==> src/rtl/cpu31_pkg.sv <==
// Shared CPU constants: ALU function codes, MIPS opcode/funct values, issue payload.
// Latency: n/a (types and constants only).
// Backpressure: n/a.
package cpu31_pkg;

  typedef enum logic [5:0] {
    ALU_ADD  = 6'd0,
    ALU_ADDU = 6'd1,
    ALU_SUB  = 6'd2,
    ALU_SUBU = 6'd3,
    ALU_AND  = 6'd4,
    ALU_OR   = 6'd5,
    ALU_XOR  = 6'd6,
    ALU_NOR  = 6'd7,
    ALU_SLT  = 6'd8,
    ALU_SLTU = 6'd9,
    ALU_SLL  = 6'd10,
    ALU_SRL  = 6'd11,
    ALU_SRA  = 6'd12,
    ALU_SLLV = 6'd13,
    ALU_SRLV = 6'd14,
    ALU_SRAV = 6'd15,
    ALU_LUI  = 6'd16
  } alu_func_e;

  // Primary opcodes (instr[31:26])
  localparam logic [5:0] OP_RTYPE = 6'h00;
  localparam logic [5:0] OP_BEQ   = 6'h04;
  localparam logic [5:0] OP_BNE   = 6'h05;
  localparam logic [5:0] OP_ADDI  = 6'h08;
  localparam logic [5:0] OP_ADDIU = 6'h09;
  localparam logic [5:0] OP_SLTI  = 6'h0A;
  localparam logic [5:0] OP_SLTIU = 6'h0B;
  localparam logic [5:0] OP_ANDI  = 6'h0C;
  localparam logic [5:0] OP_ORI   = 6'h0D;
  localparam logic [5:0] OP_XORI  = 6'h0E;
  localparam logic [5:0] OP_LUI   = 6'h0F;
  localparam logic [5:0] OP_LW    = 6'h23;
  localparam logic [5:0] OP_SW    = 6'h2B;

  // R-type funct field (instr[5:0])
  localparam logic [5:0] FN_SLL  = 6'h00;
  localparam logic [5:0] FN_SRL  = 6'h02;
  localparam logic [5:0] FN_SRA  = 6'h03;
  localparam logic [5:0] FN_SLLV = 6'h04;
  localparam logic [5:0] FN_SRLV = 6'h06;
  localparam logic [5:0] FN_SRAV = 6'h07;
  localparam logic [5:0] FN_ADD  = 6'h20;
  localparam logic [5:0] FN_ADDU = 6'h21;
  localparam logic [5:0] FN_SUB  = 6'h22;
  localparam logic [5:0] FN_SUBU = 6'h23;
  localparam logic [5:0] FN_AND  = 6'h24;
  localparam logic [5:0] FN_OR   = 6'h25;
  localparam logic [5:0] FN_XOR  = 6'h26;
  localparam logic [5:0] FN_NOR  = 6'h27;
  localparam logic [5:0] FN_SLT  = 6'h2A;
  localparam logic [5:0] FN_SLTU = 6'h2B;

  // Decoded ALU payload held by the issue register
  typedef struct packed {
    logic [31:0] a;
    logic [31:0] b;
    logic [5:0]  func;
    logic        illegal;
  } issue_t;

  function automatic logic [31:0] sext16(input logic [15:0] imm);
    return {{16{imm[15]}}, imm};
  endfunction

  function automatic logic [31:0] zext16(input logic [15:0] imm);
    return {16'h0000, imm};
  endfunction

endpackage

==> src/rtl/alu_decode.sv <==
// MIPS instruction to ALU operand/function decode; unknown encodings become a harmless ADDU 0,0.
// Latency: combinational.
// Backpressure: none; pure function of its inputs.
module alu_decode
  import cpu31_pkg::*;
(
  input  logic [31:0] instr,
  input  logic [31:0] rs_val,
  input  logic [31:0] rt_val,
  output logic [31:0] alu_a,
  output logic [31:0] alu_b,
  output logic [5:0]  alu_func,
  output logic        illegal
);

  logic [5:0]  op;
  logic [5:0]  funct;
  logic [15:0] imm;
  alu_func_e   func_d;
  logic [31:0] a_d;
  logic [31:0] b_d;
  logic        bad;

  assign op    = instr[31:26];
  assign funct = instr[5:0];
  assign imm   = instr[15:0];

  // Select function and operands; I-type defaults to rs / sign-extended imm
  always_comb begin
    func_d = ALU_ADDU;
    a_d    = rs_val;
    b_d    = sext16(imm);
    bad    = 1'b0;
    case (op)
      OP_RTYPE: begin
        b_d = rt_val;
        case (funct)
          FN_ADD:  func_d = ALU_ADD;
          FN_ADDU: func_d = ALU_ADDU;
          FN_SUB:  func_d = ALU_SUB;
          FN_SUBU: func_d = ALU_SUBU;
          FN_AND:  func_d = ALU_AND;
          FN_OR:   func_d = ALU_OR;
          FN_XOR:  func_d = ALU_XOR;
          FN_NOR:  func_d = ALU_NOR;
          FN_SLT:  func_d = ALU_SLT;
          FN_SLTU: func_d = ALU_SLTU;
          FN_SLL:  begin func_d = ALU_SLL; a_d = {27'b0, instr[10:6]}; end
          FN_SRL:  begin func_d = ALU_SRL; a_d = {27'b0, instr[10:6]}; end
          FN_SRA:  begin func_d = ALU_SRA; a_d = {27'b0, instr[10:6]}; end
          FN_SLLV: func_d = ALU_SLLV;
          FN_SRLV: func_d = ALU_SRLV;
          FN_SRAV: func_d = ALU_SRAV;
          default: bad = 1'b1;
        endcase
      end
      OP_ADDI:                  func_d = ALU_ADD;
      OP_ADDIU, OP_LW, OP_SW:   func_d = ALU_ADDU;
      OP_SLTI:                  func_d = ALU_SLT;
      OP_SLTIU:                 func_d = ALU_SLTU;
      OP_BEQ, OP_BNE:           func_d = ALU_SUBU;
      OP_ANDI: begin func_d = ALU_AND; b_d = zext16(imm); end
      OP_ORI:  begin func_d = ALU_OR;  b_d = zext16(imm); end
      OP_XORI: begin func_d = ALU_XOR; b_d = zext16(imm); end
      OP_LUI:  begin func_d = ALU_LUI; b_d = zext16(imm); end
      default: bad = 1'b1;
    endcase
  end

  assign alu_a    = bad ? 32'h0 : a_d;
  assign alu_b    = bad ? 32'h0 : b_d;
  assign alu_func = bad ? ALU_ADDU : func_d;
  assign illegal  = bad;

endmodule

==> src/rtl/alu_issue_stage.sv <==
// ALU issue stage: decodes an offered instruction and holds it in a one-entry skid-free register.
// Latency: one cycle from accepted offer to out_valid.
// Backpressure: in_ready = !out_valid | out_ready, so a full register stalls upstream until drained.
module alu_issue_stage
  import cpu31_pkg::*;
(
  input  logic        clk,
  input  logic        rst_n,
  input  logic        in_valid,
  output logic        in_ready,
  input  logic [31:0] instr,
  input  logic [31:0] rs_val,
  input  logic [31:0] rt_val,
  input  logic        flush,
  output logic        out_valid,
  input  logic        out_ready,
  output logic [31:0] alu_a,
  output logic [31:0] alu_b,
  output logic [5:0]  alu_func,
  output logic        illegal,
  output logic [31:0] issue_cnt
);

  issue_t      dec;
  issue_t      held_q;
  logic        vld_q;
  logic [31:0] cnt_q;
  logic        accept;

  alu_decode u_decode (
    .instr    (instr),
    .rs_val   (rs_val),
    .rt_val   (rt_val),
    .alu_a    (dec.a),
    .alu_b    (dec.b),
    .alu_func (dec.func),
    .illegal  (dec.illegal)
  );

  assign in_ready = !vld_q || out_ready;
  // flush drops the current offer, so it never counts as a transfer in
  assign accept   = in_valid && in_ready && !flush;

  // Entry valid flag: flush kills, accept loads, drain clears
  always_ff @(posedge clk or negedge rst_n) begin
    if (!rst_n) begin
      vld_q <= 1'b0;
    end else if (flush) begin
      vld_q <= 1'b0;
    end else if (accept) begin
      vld_q <= 1'b1;
    end else if (out_ready) begin
      vld_q <= 1'b0;
    end
  end

  // Payload only changes on accept, so it stays stable while stalled
  always_ff @(posedge clk or negedge rst_n) begin
    if (!rst_n) begin
      held_q <= '0;
    end else if (accept) begin
      held_q <= dec;
    end
  end

  // Accepted-instruction counter, wraps naturally, ignores flush
  always_ff @(posedge clk or negedge rst_n) begin
    if (!rst_n) begin
      cnt_q <= 32'h0;
    end else if (accept) begin
      cnt_q <= cnt_q + 32'd1;
    end
  end

  assign out_valid = vld_q;
  assign alu_a     = held_q.a;
  assign alu_b     = held_q.b;
  assign alu_func  = held_q.func;
  assign illegal   = held_q.illegal;
  assign issue_cnt = cnt_q;

endmodule

==> config.mk <==
export PLATFORM = sky130hd
export DESIGN_NAME = alu_issue_stage
export DESIGN_NICKNAME = d
export VERILOG_FILES = /design/src/rtl/cpu31_pkg.sv /design/src/rtl/alu_decode.sv /design/src/rtl/alu_issue_stage.sv
export SDC_FILE = /design/constraint.sdc
export NUM_CORES = 1
export LEC_CHECK = 0
export ABC_AREA = 1
export BUFFER_PORTS_ARGS = -buffer_cell sky130_fd_sc_hd__buf_4
export CAP_MARGIN = 20
export CORE_MARGIN = 2
export CORE_UTILIZATION = 48
export CTS_BUF_LIST = sky130_fd_sc_hd__clkbuf_2 sky130_fd_sc_hd__clkbuf_4 sky130_fd_sc_hd__clkbuf_8
export CTS_CLUSTER_SIZE = 14
export DETAILED_ROUTE_END_ITERATION = 16
export PLACE_DENSITY = 0.76
export SLEW_MARGIN = 0
export SYNTH_ARGS = -nofsm -noshare
export SYNTH_HDL_FRONTEND = slang
export SYNTH_HIERARCHICAL = 1
export SYNTH_SLANG_ARGS = --single-unit
==> constraint.sdc <==
create_clock -name clk -period 1.55 [get_ports clk]
set_input_delay 0.0775 -clock clk [delete_from_list [all_inputs] [get_ports clk]]
set_output_delay 0.0775 -clock clk [all_outputs]
set_load 0.005 [all_outputs]
==> impl_metrics.prom, run 1 <==
# TYPE chip_impl_metric gauge
chip_impl_metric{name="grt_remaining_overflow",unit=""} 0
chip_impl_metric{name="maxCapViolations",unit=""} 0
chip_impl_metric{name="peakVddDrop",unit="V"} 0.0005079
chip_impl_metric{name="postRouteAntennaNets",unit=""} 0
chip_impl_info{name="cpMaxStageDelayCell",value="dfrtp_1"} 1
chip_impl_metric{name="synth.cell_area",unit="µm²"} 6377
chip_impl_metric{name="place.gp.congestion",unit=""} 0.9013
chip_impl_info{name="cts_tree",value="built"} 1
chip_impl_metric{name="tns",unit="ps"} 0
chip_impl_metric{name="slew_violations",unit=""} 0
chip_impl_metric{name="grt_antenna_before_repair",unit=""} 0
chip_impl_metric{name="die_h",unit="µm"} 119.3
chip_impl_metric{name="pin_count_of_the_biggest_net_entering_global_routing",unit=""} 67
chip_impl_metric{name="share_of_flip_flops_with_an_asynchronous_set_or_reset",unit="%"} 100.0
chip_impl_metric{name="gr-usage-all-layers",unit="%"} 23.10
chip_impl_metric{name="dieArea",unit="µm²"} 14220
chip_impl_info{name="critical_path.cell_chain",value="buf_4 -> nand3_1 -> nor2_4 -> nand3_2 -> nor2_2 -> nand2_1 -> nand2_1 -> nand2_1"} 1
chip_impl_metric{name="crit_path_max_incr_delay",unit="ps"} 400
chip_impl_metric{name="routed-via-count",unit=""} 5835
chip_impl_metric{name="initial_utilization",unit="%"} 48.74
chip_impl_metric{name="finClkSkew",unit="ps"} 9.111
chip_impl_metric{name="diodes",unit=""} 0
chip_impl_metric{name="seq_power_share",unit="%"} 45.7
chip_impl_info{name="path_common_cell",value="nand2_1"} 1
chip_impl_metric{name="drt-initial-drc-count",unit=""} 382
chip_impl_metric{name="drc",unit=""} 0
chip_impl_info{name="holdPathEnd",value="alu_a[31]$_DFFE_PN0P_"} 1
chip_impl_metric{name="switching_share",unit="%"} 28.86
chip_impl_metric{name="final-setup-viol-count",unit=""} 0
chip_impl_metric{name="wire_per_inst",unit="µm"} 12.64
chip_impl_metric{name="core",unit="µm²"} 13090
chip_impl_metric{name="internal-power",unit="W"} 0.004885
chip_impl_info{name="largest_cells_by_area_after_synthesis",value="dfrtp_1, nand2_1, nor2_4, inv_1, nor2_1"} 1
chip_impl_metric{name="r2r_setup_slk",unit="ps"} 70
chip_impl_info{name="regToRegStartpoint",value="issue_cnt[0]$_DFFE_PN0P_"} 1
chip_impl_info{name="startpoint_to_endpoint_class_of_the_critical_path",value="flop to flop"} 1
chip_impl_metric{name="hold_path_depth",unit=""} 5
chip_impl_metric{name="synth_seq_area_share",unit="%"} 40.81
chip_impl_metric{name="critical_path_required",unit="ps"} 1830
chip_impl_metric{name="ys_seq_elements",unit=""} 104
chip_impl_metric{name="worst_skew_pair.late_latency",unit="ps"} 380
chip_impl_info{name="post-synth-top-area-cell",value="dfrtp_1"} 1
chip_impl_metric{name="number_of_buffers_added_by_the_clock_tree_synthesis_step",unit=""} 9
chip_impl_info{name="synth_top_flop_cell",value="dfrtp_1"} 1
chip_impl_metric{name="worst_r2r_path_depth",unit=""} 8
chip_impl_metric{name="numPortBuffers",unit=""} 195
chip_impl_metric{name="synth-warning-count",unit=""} 6
chip_impl_metric{name="max_freq",unit="GHz"} 0.6773
chip_impl_metric{name="dpl_cell_area",unit="µm²"} 8145
chip_impl_info{name="cts_root_buf",value="clkbuf_8"} 1
chip_impl_info{name="rsz0062_at_grt",value="true"} 1
chip_impl_info{name="netlist_top_cells_count",value="nand2_1, dfrtp_1, inv_1"} 1
chip_impl_metric{name="cts_max_level",unit=""} 3
chip_impl_metric{name="timing.critical_path.depth",unit=""} 8
chip_impl_metric{name="postSynthAreaPerCell",unit="µm²"} 7.373
chip_impl_metric{name="clock_sink_count",unit=""} 104
chip_impl_info{name="reg2reg_to",value="issue_cnt[23]$_DFFE_PN0P_"} 1
chip_impl_metric{name="power.leakage",unit="nW"} 4.749
chip_impl_metric{name="yosys.area.top_type_share",unit="%"} 40.81
chip_impl_metric{name="grt_first_pass_wirelength",unit="mm"} 26.74
chip_impl_info{name="status",value="finished clean"} 1
chip_impl_metric{name="share_clk_of_total_power",unit="%"} 30.4
chip_impl_metric{name="finish.instance_area",unit="µm²"} 8508
chip_impl_metric{name="layout-drive-gt1-share",unit="%"} 31.82
chip_impl_metric{name="timing.critical_path.fanout_max",unit=""} 3
chip_impl_info{name="path_delay_family",value="simple AND/OR/NAND/NOR gates"} 1
chip_impl_metric{name="max_clock_buf_depth",unit=""} 2
chip_impl_metric{name="routed_wl",unit="mm"} 15.89
chip_impl_info{name="min-delay-start",value="rs_val[31]"} 1
chip_impl_metric{name="std_cell_rows",unit=""} 42
chip_impl_metric{name="power.switching",unit="W"} 0.001982
chip_impl_metric{name="synth-edff-count",unit=""} 0
chip_impl_metric{name="fin_nets",unit=""} 1178
chip_impl_metric{name="worst_setup_hold_path_clk_slew",unit="ps"} 100
chip_impl_metric{name="i_o_pin_total",unit=""} 206
chip_impl_info{name="worstSetupStartpointType",value="flop"} 1
chip_impl_metric{name="drt_pre_antenna_iters",unit=""} 5
chip_impl_metric{name="layout_min_cycle_time",unit="ps"} 1477
chip_impl_metric{name="dp_hpwl",unit="mm"} 11.85
chip_impl_info{name="synth.most_common_cell",value="nand2_1"} 1
chip_impl_metric{name="synth_cell_types",unit=""} 29
chip_impl_metric{name="layout_worst_path_cycle_share",unit="%"} 95.26
chip_impl_metric{name="finalHoldViolations",unit=""} 0
chip_impl_metric{name="netlist_instances",unit=""} 865
chip_impl_info{name="worst_hold_path_type",value="input port to flop"} 1
chip_impl_metric{name="relative_contribution_of_combinational_cells_to_total_power",unit="%"} 23.9
chip_impl_metric{name="worst_hold_slack",unit="ps"} 39.19
chip_impl_metric{name="worstPathBufferInverterCount",unit=""} 1
chip_impl_metric{name="power_density_normalized_to_cell_area",unit="nW/µm²"} 807.2
chip_impl_metric{name="post_syn_nets",unit=""} 967
chip_impl_metric{name="arrival",unit="ps"} 1760
chip_impl_metric{name="chipWidth",unit="µm"} 119.3
chip_impl_info{name="cp-end-kind",value="flop"} 1
chip_impl_metric{name="grt_pass1_vias",unit=""} 5637
chip_impl_metric{name="area_growth_syn_to_layout",unit="%"} 33.41
chip_impl_metric{name="route.detailed.vias_per_inst",unit=""} 4.642
tightest hold or removal path, stage by stage:
cell     delay [ps]
buf_4           110
nand2_1          60
nor2_1           40
nand2_1          50
nand2_1          50
layout make-up:
| type | count | area (µm²) |
|---|---|---|
| clock inverters | 6 | 116.4 |
| repair buffers | 233 | 1869 |
| multi-input cells | 632 | 3197 |
| clock buffers | 10 | 131.4 |
| well taps | 176 | 220.2 |
| flip-flops and latches | 104 | 2606 |
| fillers | 1178 | 4577 |
| inverters | 96 | 367.9 |
sequential cells by signal, indices dropped and copies added, names as in the netlist:
signal     count
alu_a         32
alu_b         32
issue_cnt     32
alu_func       6
illegal        1
out_valid      1
layer usage:
layer | up-vias | part of all wire (%) | track usage [%]
met2 | 152 | 48 | 38.72
met4 | 0 | 1.3 | 6.622
met5 | - | 0 | 0
met3 | 17 | 7.3 | 6.322
li1 | 3006 | - | -
met1 | 2660 | 43 | 29.25
power groups by stage:
stage / clock, W / combinational, W / sequential, W
2_1_floorplan: 0 / 0.000711 / 0.00318
4_1_cts: 0.00214 / 0.00154 / 0.00313
3_3_place_gp: 0 / 0.00150 / 0.00318
3_5_place_dp: 0 / 0.00153 / 0.00318
6_report: 0.00209 / 0.00164 / 0.00314
5_1_grt: 0.00225 / 0.00182 / 0.00317
worst max path at each step:
stage / start / endpoint / slack (ps)
after floorplan: issue_cnt[0]$_DFFE_PN0P_ / issue_cnt[20]$_DFFE_PN0P_ / 210
after detailed placement: instr[31] / alu_a[9]$_DFFE_PN0P_ / -20
after CTS: out_valid$_DFFE_PN0P_ / issue_cnt[26]$_DFFE_PN0P_ / 20
after global routing: issue_cnt[0]$_DFFE_PN0P_ / issue_cnt[23]$_DFFE_PN0P_ / -50
final: issue_cnt[0]$_DFFE_PN0P_ / issue_cnt[23]$_DFFE_PN0P_ / 70
after global placement: instr[31] / alu_b[6]$_DFFE_PN0P_ / 20
stage by stage:
stage / util (%) / worst slack [ps] / cells / power [W]
after floorplan: - / 206.6 / 865 / 0.003888
after global placement: 62.25 / 17.56 / 1233 / 0.004677
after detailed placement: 62.25 / -15.38 / 1233 / 0.004711
after CTS: 64.37 / 23.63 / 1252 / 0.006813
after global routing: 65.02 / -54.32 / 1257 / 0.007245
final: 65.02 / 73.46 / 1257 / 0.006868
timing repair:
action / 4_1_cts / 5_1_grt
endpoints found under the setup margin: 0 / 81
resized for setup: 0 / 15
hold buffers: 3 / 0
buffers inserted: 0 / 5
endpoints found under the hold margin: 105 / 0
placed cells by master (no fill, tap or decap), types with 7 or more instances in the layout:
cell type	count
nand3_1	20
inv_1	90
nor2_4	60
nand3b_1	9
xnor2_1	7
nor2_1	46
clkbuf_8	9
xor2_1	10
o21ai_0	21
dfrtp_1	101
buf_12	9
buf_4	221
nand4_1	12
nand2_1	408
nor2_2	11
cells by family (layout without fill, tap and decap cells):
logic type	after synthesis	after routing	share of synthesized area [%]
fa+ha+maj	1	1	0.1962
buf+inv	129	345	9.849
flops	104	104	40.81
xor+xnor	17	17	2.335
other cells	1	1	0.05880
compound gates	23	23	1.805
simple gates	590	590	44.95
No activity file was read; power rests on OpenSTA's default activity.
==> inputs of run 2 (changes only) <==
==> constraint.sdc (replaced) <==
create_clock -name clk -period 1.55 [get_ports clk]
set_input_delay 0.2325 -clock clk [delete_from_list [all_inputs] [get_ports clk]]
set_output_delay 0.2325 -clock clk [all_outputs]
set_load 0.005 [all_outputs]
==> run 2 against run 1 <==
Maximum frequency down 3.2%. Clock power down 18%. Via count up 1.9%. Sequential power about the same. Cell area up 0.19%. Critical endpoint is now issue_cnt[20]$_DFFE_PN0P_.
==> impl_metrics.prom, run 2 (synthesis gave the netlist of run 1 again) <==
# TYPE chip_impl_metric gauge
chip_impl_info{name="status",value="finished clean"} 1
chip_impl_metric{name="routed-via-count",unit=""} 5945
chip_impl_metric{name="layout_worst_path_cycle_share",unit="%"} 98.41
chip_impl_metric{name="drt-initial-drc-count",unit=""} 367
chip_impl_info{name="worst_hold_path_type",value="input port to flop"} 1
chip_impl_metric{name="drt_pre_antenna_iters",unit=""} 4
chip_impl_metric{name="grtUsageMet3",unit="%"} 5.603
chip_impl_info{name="grt-busiest-layer",value="met2"} 1
chip_impl_metric{name="fin_nets",unit=""} 1190
chip_impl_metric{name="worst_setup_hold_path_clk_slew",unit="ps"} 90
chip_impl_metric{name="max_freq",unit="GHz"} 0.6556
chip_impl_info{name="cpMaxStageDelayCell",value="dfrtp_1"} 1
chip_impl_metric{name="tns",unit="ps"} 0
chip_impl_metric{name="critical_path_required",unit="ps"} 1820
chip_impl_metric{name="crit_path_max_incr_delay",unit="ps"} 410
chip_impl_metric{name="cts_max_level",unit=""} 3
chip_impl_metric{name="postRouteAntennaNets",unit=""} 0
chip_impl_metric{name="grt_remaining_overflow",unit=""} 0
chip_impl_metric{name="worst_r2r_path_depth",unit=""} 7
chip_impl_metric{name="timing.critical_path.fanout_max",unit=""} 6
chip_impl_info{name="mostFrequentLayoutCells",value="nand2_1, buf_4, dfrtp_1, inv_1, nor2_4"} 1
chip_impl_metric{name="pin_count_of_the_biggest_net_entering_global_routing",unit=""} 43
chip_impl_metric{name="dp_hpwl",unit="mm"} 12.14
chip_impl_metric{name="layout-drive-gt1-share",unit="%"} 32.51
chip_impl_metric{name="post-route-worst-setup-slack",unit="ps"} 24.70
chip_impl_metric{name="place.gp.congestion",unit=""} 0.8906
chip_impl_metric{name="slew_violations",unit=""} 0
chip_impl_metric{name="clock_sink_count",unit=""} 104
chip_impl_metric{name="maxCapViolations",unit=""} 0
chip_impl_metric{name="power.leakage",unit="nW"} 4.789
chip_impl_metric{name="i_o_pin_total",unit=""} 206
chip_impl_info{name="min-delay-start",value="flush"} 1
chip_impl_metric{name="r2r_setup_slk",unit="ps"} 20
chip_impl_metric{name="numPortBuffers",unit=""} 195
chip_impl_metric{name="peakVddDrop",unit="V"} 0.0004191
chip_impl_metric{name="finalHoldViolations",unit=""} 0
chip_impl_metric{name="worst_skew_pair.late_latency",unit="ps"} 380
chip_impl_info{name="reg2reg_to",value="issue_cnt[20]$_DFFE_PN0P_"} 1
chip_impl_info{name="critical_path.cell_chain",value="ha_2 -> inv_2 -> nor2_4 -> nand2_2 -> nor3_4 -> nand2_1 -> xnor2_1"} 1
chip_impl_info{name="worstSetupStartpointType",value="flop"} 1
chip_impl_metric{name="chipWidth",unit="µm"} 119.3
chip_impl_metric{name="initial_utilization",unit="%"} 48.74
chip_impl_info{name="holdPathEnd",value="out_valid$_DFFE_PN0P_"} 1
chip_impl_metric{name="final-setup-viol-count",unit=""} 0
chip_impl_metric{name="power_density_normalized_to_cell_area",unit="nW/µm²"} 764.8
chip_impl_metric{name="dieArea",unit="µm²"} 14220
chip_impl_info{name="cts_tree",value="built"} 1
chip_impl_metric{name="placed_cell_count",unit=""} 1246
chip_impl_metric{name="routed_wl",unit="mm"} 16.12
chip_impl_metric{name="core",unit="µm²"} 13090
chip_impl_metric{name="worst_hold_slack",unit="ps"} 24.54
chip_impl_metric{name="power.total",unit="W"} 0.006519
chip_impl_metric{name="diodes",unit=""} 0
chip_impl_metric{name="die_h",unit="µm"} 119.3
chip_impl_info{name="rsz0062_at_grt",value="true"} 1
chip_impl_info{name="regToRegStartpoint",value="issue_cnt[0]$_DFFE_PN0P_"} 1
chip_impl_metric{name="max_clock_buf_depth",unit=""} 2
chip_impl_metric{name="finClkSkew",unit="ps"} 7.410
chip_impl_metric{name="grt_pass1_vias",unit=""} 5591
chip_impl_metric{name="drc",unit=""} 0
chip_impl_info{name="cts_root_buf",value="clkbuf_8"} 1
chip_impl_info{name="startpoint_to_endpoint_class_of_the_critical_path",value="flop to flop"} 1
chip_impl_info{name="cp-startpoint",value="issue_cnt[0]$_DFFE_PN0P_"} 1
chip_impl_metric{name="std_cell_rows",unit=""} 42
chip_impl_metric{name="gr-usage-all-layers",unit="%"} 23.23
chip_impl_metric{name="hold_path_depth",unit=""} 2
chip_impl_info{name="cp-end-kind",value="flop"} 1
chip_impl_info{name="mostFrequentLayoutCell",value="nand2_1"} 1
chip_impl_metric{name="number_of_buffers_added_by_the_clock_tree_synthesis_step",unit=""} 9
chip_impl_metric{name="layout_min_cycle_time",unit="ps"} 1525
chip_impl_metric{name="met2_usage",unit="%"} 37.28
chip_impl_metric{name="grt_first_pass_wirelength",unit="mm"} 26.70
chip_impl_metric{name="area_growth_syn_to_layout",unit="%"} 33.67
chip_impl_metric{name="wire_per_inst",unit="µm"} 12.71
chip_impl_metric{name="route.detailed.vias_per_inst",unit=""} 4.688
chip_impl_metric{name="grt_antenna_before_repair",unit=""} 0
chip_impl_metric{name="pre_cts_worst_setup_slack",unit="ps"} -182.4
chip_impl_metric{name="grt.met1_usage",unit="%"} 30.93
chip_impl_metric{name="arrival",unit="ps"} 1790
chip_impl_metric{name="fin_cells",unit=""} 1268
[run 2: cell count changes in the layout (fill, tap and decap cells not counted), sizes merged]
cell         previous run  this run
buf                   230       244
bufinv                  3         1
dlygate4sd3             3         1
clkbuf                 10        11
clkinv                  2         3
inv                    97        96
[run 2: cell type report]
cell class / instances / area [µm²]
clock buffer: 11 / 145.1
clock inverter: 4 / 45.04
fill: 1181 / 4561
inverter: 96 / 362.8
multi-input combinational: 632 / 3181
sequential: 104 / 2604
tap: 176 / 220.2
timing repair buffer: 245 / 1967
[run 2: stage by stage]
step                util (%)  area [µm²]
finish                 65.15        8524
global route           65.15        8524
CTS                    64.62        8456
detailed placement     63.09        8255
global placement       63.09        8255
floorplan                  -        6377
[run 2: worst max-delay path by stage]
stage                                end  slack [ps]  cells after the start
6_report       issue_cnt[20]$_DFFE_PN0P_          20                      7
5_1_grt        issue_cnt[28]$_DFFE_PN0P_         -50                      8
4_1_cts        issue_cnt[20]$_DFFE_PN0P_          20                      7
3_5_place_dp       alu_a[31]$_DFFE_PN0P_        -180                     10
3_3_place_gp       alu_a[31]$_DFFE_PN0P_        -130                     10
2_1_floorplan      alu_a[10]$_DFFE_PN0P_         130                     11
[run 2: where the power goes]
| part | switching, W | internal [W] | total, W |
|---|---|---|---|
| sequential | 0.000193 | 0.00294 | 0.00313 |
| clock | 0.000926 | 0.000794 | 0.00172 |
| combinational | 0.000799 | 0.000869 | 0.00167 |
| total | 0.00192 | 0.00460 | 0.00652 |
[run 2: worst max-delay path: cells and delay by family (launching register included)]
kind | cells | cell delay, ps
simple gates | 4 | 620
flops | 1 | 410
fa+ha+maj | 1 | 190
xor+xnor | 1 | 140
buf+inv | 1 | 50
[run 2: timing repair]
| item | in CTS | in global routing |
|---|---|---|
| setup buffers | 0 | 6 |
| endpoints found under the hold margin | 26 | 0 |
| hold buffers | 1 | 0 |
| setup endpoints to repair | 0 | 17 |
| gates resized for setup | 0 | 8 |
[run 2: metal layers]
layer  routed length, µm  up-vias
met2                7498      172
met1                7261     2728
met4                 232        0
li1                    -     3029
met5                   0        -
met3                1124       16
